--- src/rtl/cardinal_fetch_queue.sv ---
// Decoupled instruction-fetch front end: issues sequential PCs to a synchronous
// instruction memory and queues {instruction, pc} pairs for decode.
module cardinal_fetch_queue #(
    parameter int unsigned     PC_W      = 32,
    parameter int unsigned     INST_W    = 32,
    parameter int unsigned     DEPTH     = 4,
    parameter int unsigned     PC_STEP   = 4,
    parameter logic [PC_W-1:0] WRAP_ADDR = PC_W'(32'hFF80_0000)
) (
    input  logic                       clk,
    input  logic                       reset,
    output logic                       imem_en,
    output logic [PC_W-1:0]            imem_addr,
    input  logic [INST_W-1:0]          imem_data,
    output logic                       dec_valid,
    output logic [INST_W-1:0]          dec_inst,
    output logic [PC_W-1:0]            dec_pc,
    input  logic                       dec_ready,
    input  logic                       redirect,
    input  logic [PC_W-1:0]            redirect_pc,
    output logic [$clog2(DEPTH+1)-1:0] occupancy
);

    localparam int unsigned     CNT_W   = $clog2(DEPTH + 1);
    localparam int unsigned     PTR_W   = (DEPTH > 1) ? $clog2(DEPTH) : 1;
    localparam logic [PC_W-1:0] PC_MASK = ~(PC_W'(PC_STEP - 1));
    localparam logic [CNT_W:0]  DEPTH_C = (CNT_W + 1)'(DEPTH);

    logic [PC_W-1:0]   pc_q, pc_d;
    logic              inflight_q, inflight_d;
    logic [PC_W-1:0]   inflight_pc_q, inflight_pc_d;
    logic [PTR_W-1:0]  head_q, head_d;
    logic [PTR_W-1:0]  tail_q, tail_d;
    logic [CNT_W-1:0]  count_q, count_d;

    logic [INST_W-1:0] fifo_inst_q [DEPTH];
    logic [PC_W-1:0]   fifo_pc_q   [DEPTH];

    logic              push;
    logic              pop;
    logic [CNT_W:0]    credit_used;

    function automatic logic [PTR_W-1:0] ptr_inc(input logic [PTR_W-1:0] p);
        return (p == PTR_W'(DEPTH - 1)) ? '0 : p + PTR_W'(1);
    endfunction

    // Credit counts entries held plus the response still in flight; pops in the
    // same cycle are deliberately ignored.
    assign credit_used = {1'b0, count_q} + {{CNT_W{1'b0}}, inflight_q};
    assign imem_en     = !reset && !redirect && (credit_used < DEPTH_C);
    assign imem_addr   = pc_q;

    assign dec_valid   = (count_q != '0);
    assign dec_inst    = fifo_inst_q[head_q];
    assign dec_pc      = fifo_pc_q[head_q];
    assign occupancy   = count_q;

    assign push = inflight_q && !redirect;
    assign pop  = dec_valid && dec_ready && !redirect;

    always_comb begin
        pc_d          = pc_q;
        inflight_d    = 1'b0;
        inflight_pc_d = inflight_pc_q;
        head_d        = head_q;
        tail_d        = tail_q;
        count_d       = count_q;

        if (redirect) begin
            pc_d    = redirect_pc & PC_MASK;
            head_d  = '0;
            tail_d  = '0;
            count_d = '0;
        end else begin
            if (imem_en) begin
                inflight_d    = 1'b1;
                inflight_pc_d = pc_q;
                pc_d          = (pc_q == WRAP_ADDR) ? '0 : pc_q + PC_W'(PC_STEP);
            end
            if (push) begin
                tail_d = ptr_inc(tail_q);
            end
            if (pop) begin
                head_d = ptr_inc(head_q);
            end
            case ({push, pop})
                2'b10:   count_d = count_q + CNT_W'(1);
                2'b01:   count_d = count_q - CNT_W'(1);
                default: count_d = count_q;
            endcase
        end
    end

    always_ff @(posedge clk) begin
        if (reset) begin
            pc_q          <= '0;
            inflight_q    <= 1'b0;
            inflight_pc_q <= '0;
            head_q        <= '0;
            tail_q        <= '0;
            count_q       <= '0;
        end else begin
            pc_q          <= pc_d;
            inflight_q    <= inflight_d;
            inflight_pc_q <= inflight_pc_d;
            head_q        <= head_d;
            tail_q        <= tail_d;
            count_q       <= count_d;
        end
    end

    // Storage needs no reset: count gates visibility of every entry.
    always_ff @(posedge clk) begin
        if (!reset && push) begin
            fifo_inst_q[tail_q] <= imem_data;
            fifo_pc_q[tail_q]   <= inflight_pc_q;
        end
    end

endmodule

--- config.mk ---
export PLATFORM = sky130hd
export DESIGN_NAME = cardinal_fetch_queue
export DESIGN_NICKNAME = d
export VERILOG_FILES = /design/src/rtl/cardinal_fetch_queue.sv
export SDC_FILE = /design/constraint.sdc
export NUM_CORES = 1
export LEC_CHECK = 0
export ABC_CLOCK_PERIOD_IN_PS = 3800
export CAP_MARGIN = 20
export CORE_MARGIN = 10
export CORE_UTILIZATION = 30
export DETAILED_ROUTE_END_ITERATION = 8
export HOLD_SLACK_MARGIN = 0.08
export PLACE_DENSITY_LB_ADDON = 0.05
export SLEW_MARGIN = 0
export SYNTH_ARGS = -nofsm -noshare
export SYNTH_HDL_FRONTEND = slang
export SYNTH_SLANG_ARGS = --single-unit
export TNS_END_PERCENT = 50
--- constraint.sdc ---
create_clock -name clk -period 3.8 [get_ports clk]
set_input_delay 0.76 -clock clk [delete_from_list [all_inputs] [get_ports clk]]
set_output_delay 0.76 -clock clk [all_outputs]
set_load 0.02 [all_outputs]
Word level (Yosys, flattened, before mapping)
Memories as Yosys holds them, arrays and structs flattened. A register that Yosys moved wholly into a read port is not among the register bits.
Index checks and enable logic that the tools add are counted.

word-level totals
  register bits after elaboration = 72
  bits in latches = 0
  bits in writable memories = 256
  bits in read-only memories = 0
  output and inout port bits = 101
  logic and storage cells = 48
  memories = 2

operators by class
  add/subtract/negate cells = 6
  multiply operators = 0
  div/mod/pow operators = 0
  magnitude comparators = 1
  eq/ne operators = 5
  shifts and indexed selects = 0
  mux-type cells = 13
  bitwise logic cells = 1
  reduce and logical (&&, ||, !) cells = 13

memories
  memory       words  width  read ports  clocked after Yosys merged registers in  write ports  RTL line  RTL
  fifo_inst_q  4      32     1           1                                        1            36        logic [INST_W-1:0] fifo_inst_q [DEPTH];
  fifo_pc_q    4      32     1           1                                        1            37        logic [PC_W-1:0] fifo_pc_q [DEPTH];

operator list
  operator               number
  $mux 32                3
  $add 32x3->32 const B  1
  $eq 32x32->1 const B   1
  $mux 2                 6
  $eq 2x2->1 const B     3
  $logic_and 1x1->1      6
  $pmux 3 s2             1
  $add 2x1->2 const B    2
  $add 3x1->4            1
  $lt 4x3->1 const B     1
  $reduce_bool 2->1      2
  $add 3x1->3 const B    1
  $mux 1                 3
  $reduce_bool 3->1      1
  $sub 3x1->3 const B    1
  $eq 2x1->1 const B     1
  $logic_not 1->1        2
  $reduce_and 2->1       1
  $reduce_or 2->1        1
  $not 1->1              1

Logic depth before layout (Yosys ltp)
  word-level depth = 5
  mapped depth = 10
  mapped depth without buffers = 9

Worst setup path after synthesis
Ideal clock, no wire load.

  path type = input -> register
  start point = input port redirect
  end point = memory fifo_inst_q[0][0] (enable)
  setup time = 0.429 ns
  data arrival time = 2.650 ns
  data required time = 3.371 ns
  setup slack = 0.721 ns
  stages on the path = 3
  path through = buf_6 -> nor2_1 -> and3_1

between the ends
  word-level cells in the longest chain between the ends = 5

RTL lines
  element                       RTL line  RTL
  start, declared               19        input logic redirect,
  $logic_not 1->1               58        assign push = inflight_q && !redirect;
  $logic_and 1x1->1             58
  $logic_and 1x1->1             114       if (!reset && push) begin
  $mux 1                        114
  $mux 1 (not written as such)  115       fifo_inst_q[tail_q] <= imem_data;
  end, declared                 36

Every way passes these cells.

Final worst setup path
  start point = input port redirect
  end point = output port imem_en

between the ends
  word-level cells in the longest chain between the ends = 3

RTL lines
  element                          RTL line  RTL
  $logic_not 1->1                  50        assign imem_en = !reset && !redirect && (credit_used < DEPTH_C);
  $logic_and 1x1->1 (2 in series)  50
  end, declared                    12        output logic imem_en,

Every way passes these cells.

==> out/summary.txt <==
RSZ-0062 raised after global routing -> false
Post-Synthesis Cells -> 801
Internal -> 6.32 mW
clk slew on worst S/H paths -> 50 ps
post-CTS resize count -> 0
Comb pwr share -> 0.047
initial antenna violation count -> 2
CP Cell Sequence -> clkdlybuf4s50_1, or2_1, a311o_4, clkinv_2, clkdlybuf4s50_1
Seq. cell area -> 9180 um^2
Die ar. -> 51,300 um^2
share of layout cells above drive strength 1 -> 0.158
reg2reg end -> imem_addr[7]
worst-case register-to-register setup slack -> 1260 ps
multi-input combinational cell area -> 3370 um^2
area grow syn2layout -> 29.7%
post-synth cell types -> 44
Core Util, Final -> 0.395
CP arrival -> 2620 ps
Setup TNS -> 0 ps
CTS sink cnt -> 330
synthesized cell area -> 12,800 um^2
R2R cell count -> 9
first-pass GRT wire length -> 51,300 um
drt total wl -> 33,500 um
post-synth top area cell -> edfxtp_1
DP HPWL -> 21,700 um
relative slew slack -> 0.498
Ports -> 169
worst min path class -> register to register
final hold violations -> 0
wire length per cell -> 21.6 um
Max-Cap Viols -> 0
CTS root buf -> clkbuf_16
Tcrit/Tclk final -> 0.890
Slew @ Worst Pin -> 753 ps
CTS H-tree lvls -> 2
Yosys top cell area share -> 0.601
vias in the first global route -> 7,981
final instance area -> 16,600 um^2
nets -> 1,062
Final ANT Viol Nets -> 0
cell mode on critical path -> clkdlybuf4s50_1
CP endpoint kind -> output port
Final Total Pwr -> 7.99 mW
FILL cells -> 3,955
crit path max fanout -> 2
Synth Area per Inst -> 16.0 um^2
chip height -> 227 um
Async SR Flop Fraction -> 0
fmax -> 296 MHz
Worst path slowest cell -> clkdlybuf4s50_1
count of state elements after synthesis -> 330
later-pin clock latency in the skew report -> 540 ps
CTS tree -> built
Clock Skew -> 11.8 ps
VDD IR max -> 0.217 mV
sequential fraction of the synthesis area -> 0.716
top_reg_cell synth -> edfxtp_1
core area -> 42,000 um^2
Vias/cell -> 4.86
drt drc -> 0
sequential share of power -> 0.499
slowest cell delay on critical path -> 720 ps
Worst Setup Start Kind -> input port
min cycle time layout -> 3380 ps
Detailed Route Iter0 Violations -> 398
CTS buffer count -> 39
deepest clock path buffer count -> 3
DP Area -> 15,300 um^2
Sw Pwr -> 1.66 mW
Final GP Congestion -> 0.746
first-pass iteration count of the detailed router -> 4
Syn. warnings -> 0
GRT Overall Usage -> 0.132
P per Cell Area -> 481 nW/um^2
Post CTS Setup Buffer Count -> 0
overall via count from detail_route -> 7,541
Antenna diodes -> 0
Die Wd -> 227 um
P_leak -> 5.43 nW
Post-synth EDFFs -> 256
input/output buffers -> 166
clock power share -> 0.454
launch point of the worst path -> redirect
dpl cells -> 1,483
Required @ worst endpoint -> 3040 ps
CP Class -> input port to output port
synth top area cells -> edfxtp_1 60%, dfxtp_1 12%, mux4_2 11%
hold-fix buffer count after cts -> 0
Top delay family on crit path -> buffers and inverters
Row Count -> 75
Synthesized Nets -> 878
Final Max Slew Viols -> 0
pin count of the biggest net entering global routing -> 65
Worst Path Buf+Inv -> 3
Congestion Overflow GR -> 0
worst r2r src -> imem_addr[2]
status -> complete, no violations
Crit. path cell count -> 5
final setup violation count -> 0
Initial Util -> 0.304
switching power share of the total -> 0.208
crit path capture -> imem_en
Final Non-Filler Cells -> 1,552
## power groups by stage
| stage | Combinational, mW | Sequential (mW) | Clock (mW) |
|---|---|---|---|
| 2_1_floorplan | 0.162 | 4.05 | 0 |
| 3_3_place_gp | 0.385 | 4.06 | 0 |
| 3_5_place_dp | 0.383 | 4.06 | 0 |
| 4_1_cts | 0.385 | 3.98 | 3.78 |
| 5_1_grt | 0.410 | 3.99 | 3.92 |
| 6_report | 0.377 | 3.98 | 3.63 |
## synth_stat cells, types with 7 or more instances
cell        n
nand3b_1    7
dfxtp_1    74
xnor2_1     8
nand2_1    86
nor3_1     17
a22oi_1    13
xor2_1      7
inv_1      13
nor2_1     39
ha_1        8
nand4_1    12
mux4_2     64
buf_2      21
nand3_1    13
o21ai_0    12
a21oi_1    57
and3_1      7
clkbuf_1   30
edfxtp_1  256
## worst min path at each step
stage / from / endpoint / slack [ps] / depth (start not counted)
4_1_cts: head_q[1] / register / 500 / 2
5_1_grt: inflight_pc_q[30] / fifo_pc_q[2][30] / 520 / 0
3_3_place_gp: head_q[1] / register / 480 / 2
2_1_floorplan: head_q[1] / register / 450 / 2
3_5_place_dp: head_q[1] / register / 490 / 2
6_report: head_q[1] / register / 500 / 2
## cells by family (layout without fill, tap and decap cells)
group | Yosys count | in the layout | share of synthesized area
AO/OA/AOI/OAI | 102 | 102 | 0.0473
buffers and inverters | 66 | 278 | 0.0221
AND/OR/NAND/NOR | 214 | 214 | 0.0811
adder cells (fa/ha/maj) | 9 | 9 | 0.00939
XOR/XNOR | 15 | 15 | 0.0103
flip-flops | 330 | 330 | 0.716
multiplexers | 65 | 65 | 0.113
## per-layer routing
layer / vias up / wire [um] / track usage
met5: - / 37 / 0
met4: 4 / 537 / 0.0325
met3: 41 / 2660 / 0.0490
met2: 186 / 15300 / 0.202
met1: 3837 / 15000 / 0.175
li1: 3473 / - / -
## metrics by stage
step,setup slack (ps),hold slack [ps]
floorplan,721,454
global placement,387,479
detailed placement,368,486
CTS,320,495
global route,270,522
finish,417,497
## sequential cells by signal (all words and copies together) (netlist names), named ones only
register	flops
inflight_pc_q	32
imem_addr	32
occupancy	3
fifo_pc_q	128
inflight_q	1
head_q	2
fifo_inst_q	128
tail_q	2
## worst min-delay path, stage by stage (launching register included)
cell and delay (ps):
dfxtp_1 310, nand2_1 50, a21oi_1 90
## final cells by class
cell class | count | area share
flip-flops and latches | 330 | 0.553
multi-input cells | 405 | 0.203
repair buffers | 195 | 0.125
clock buffers | 54 | 0.0666
well taps | 539 | 0.0406
clock inverters | 15 | 0.00882
inverters | 14 | 0.00324
## cell usage in the layout (no fill, tap or decap), drive strengths merged, types with 18 or more instances in the layout
cell           synthesis  layout
a21oi                 57      57
clkdlybuf4s50          0     165
buf                   22      30
nor2                  40      40
mux4                  64      64
dfxtp                 74      74
clkbuf                30      54
nand2                 87      87
nor3                  18      18
edfxtp               256     256
Power figures use the tool's default switching activity.
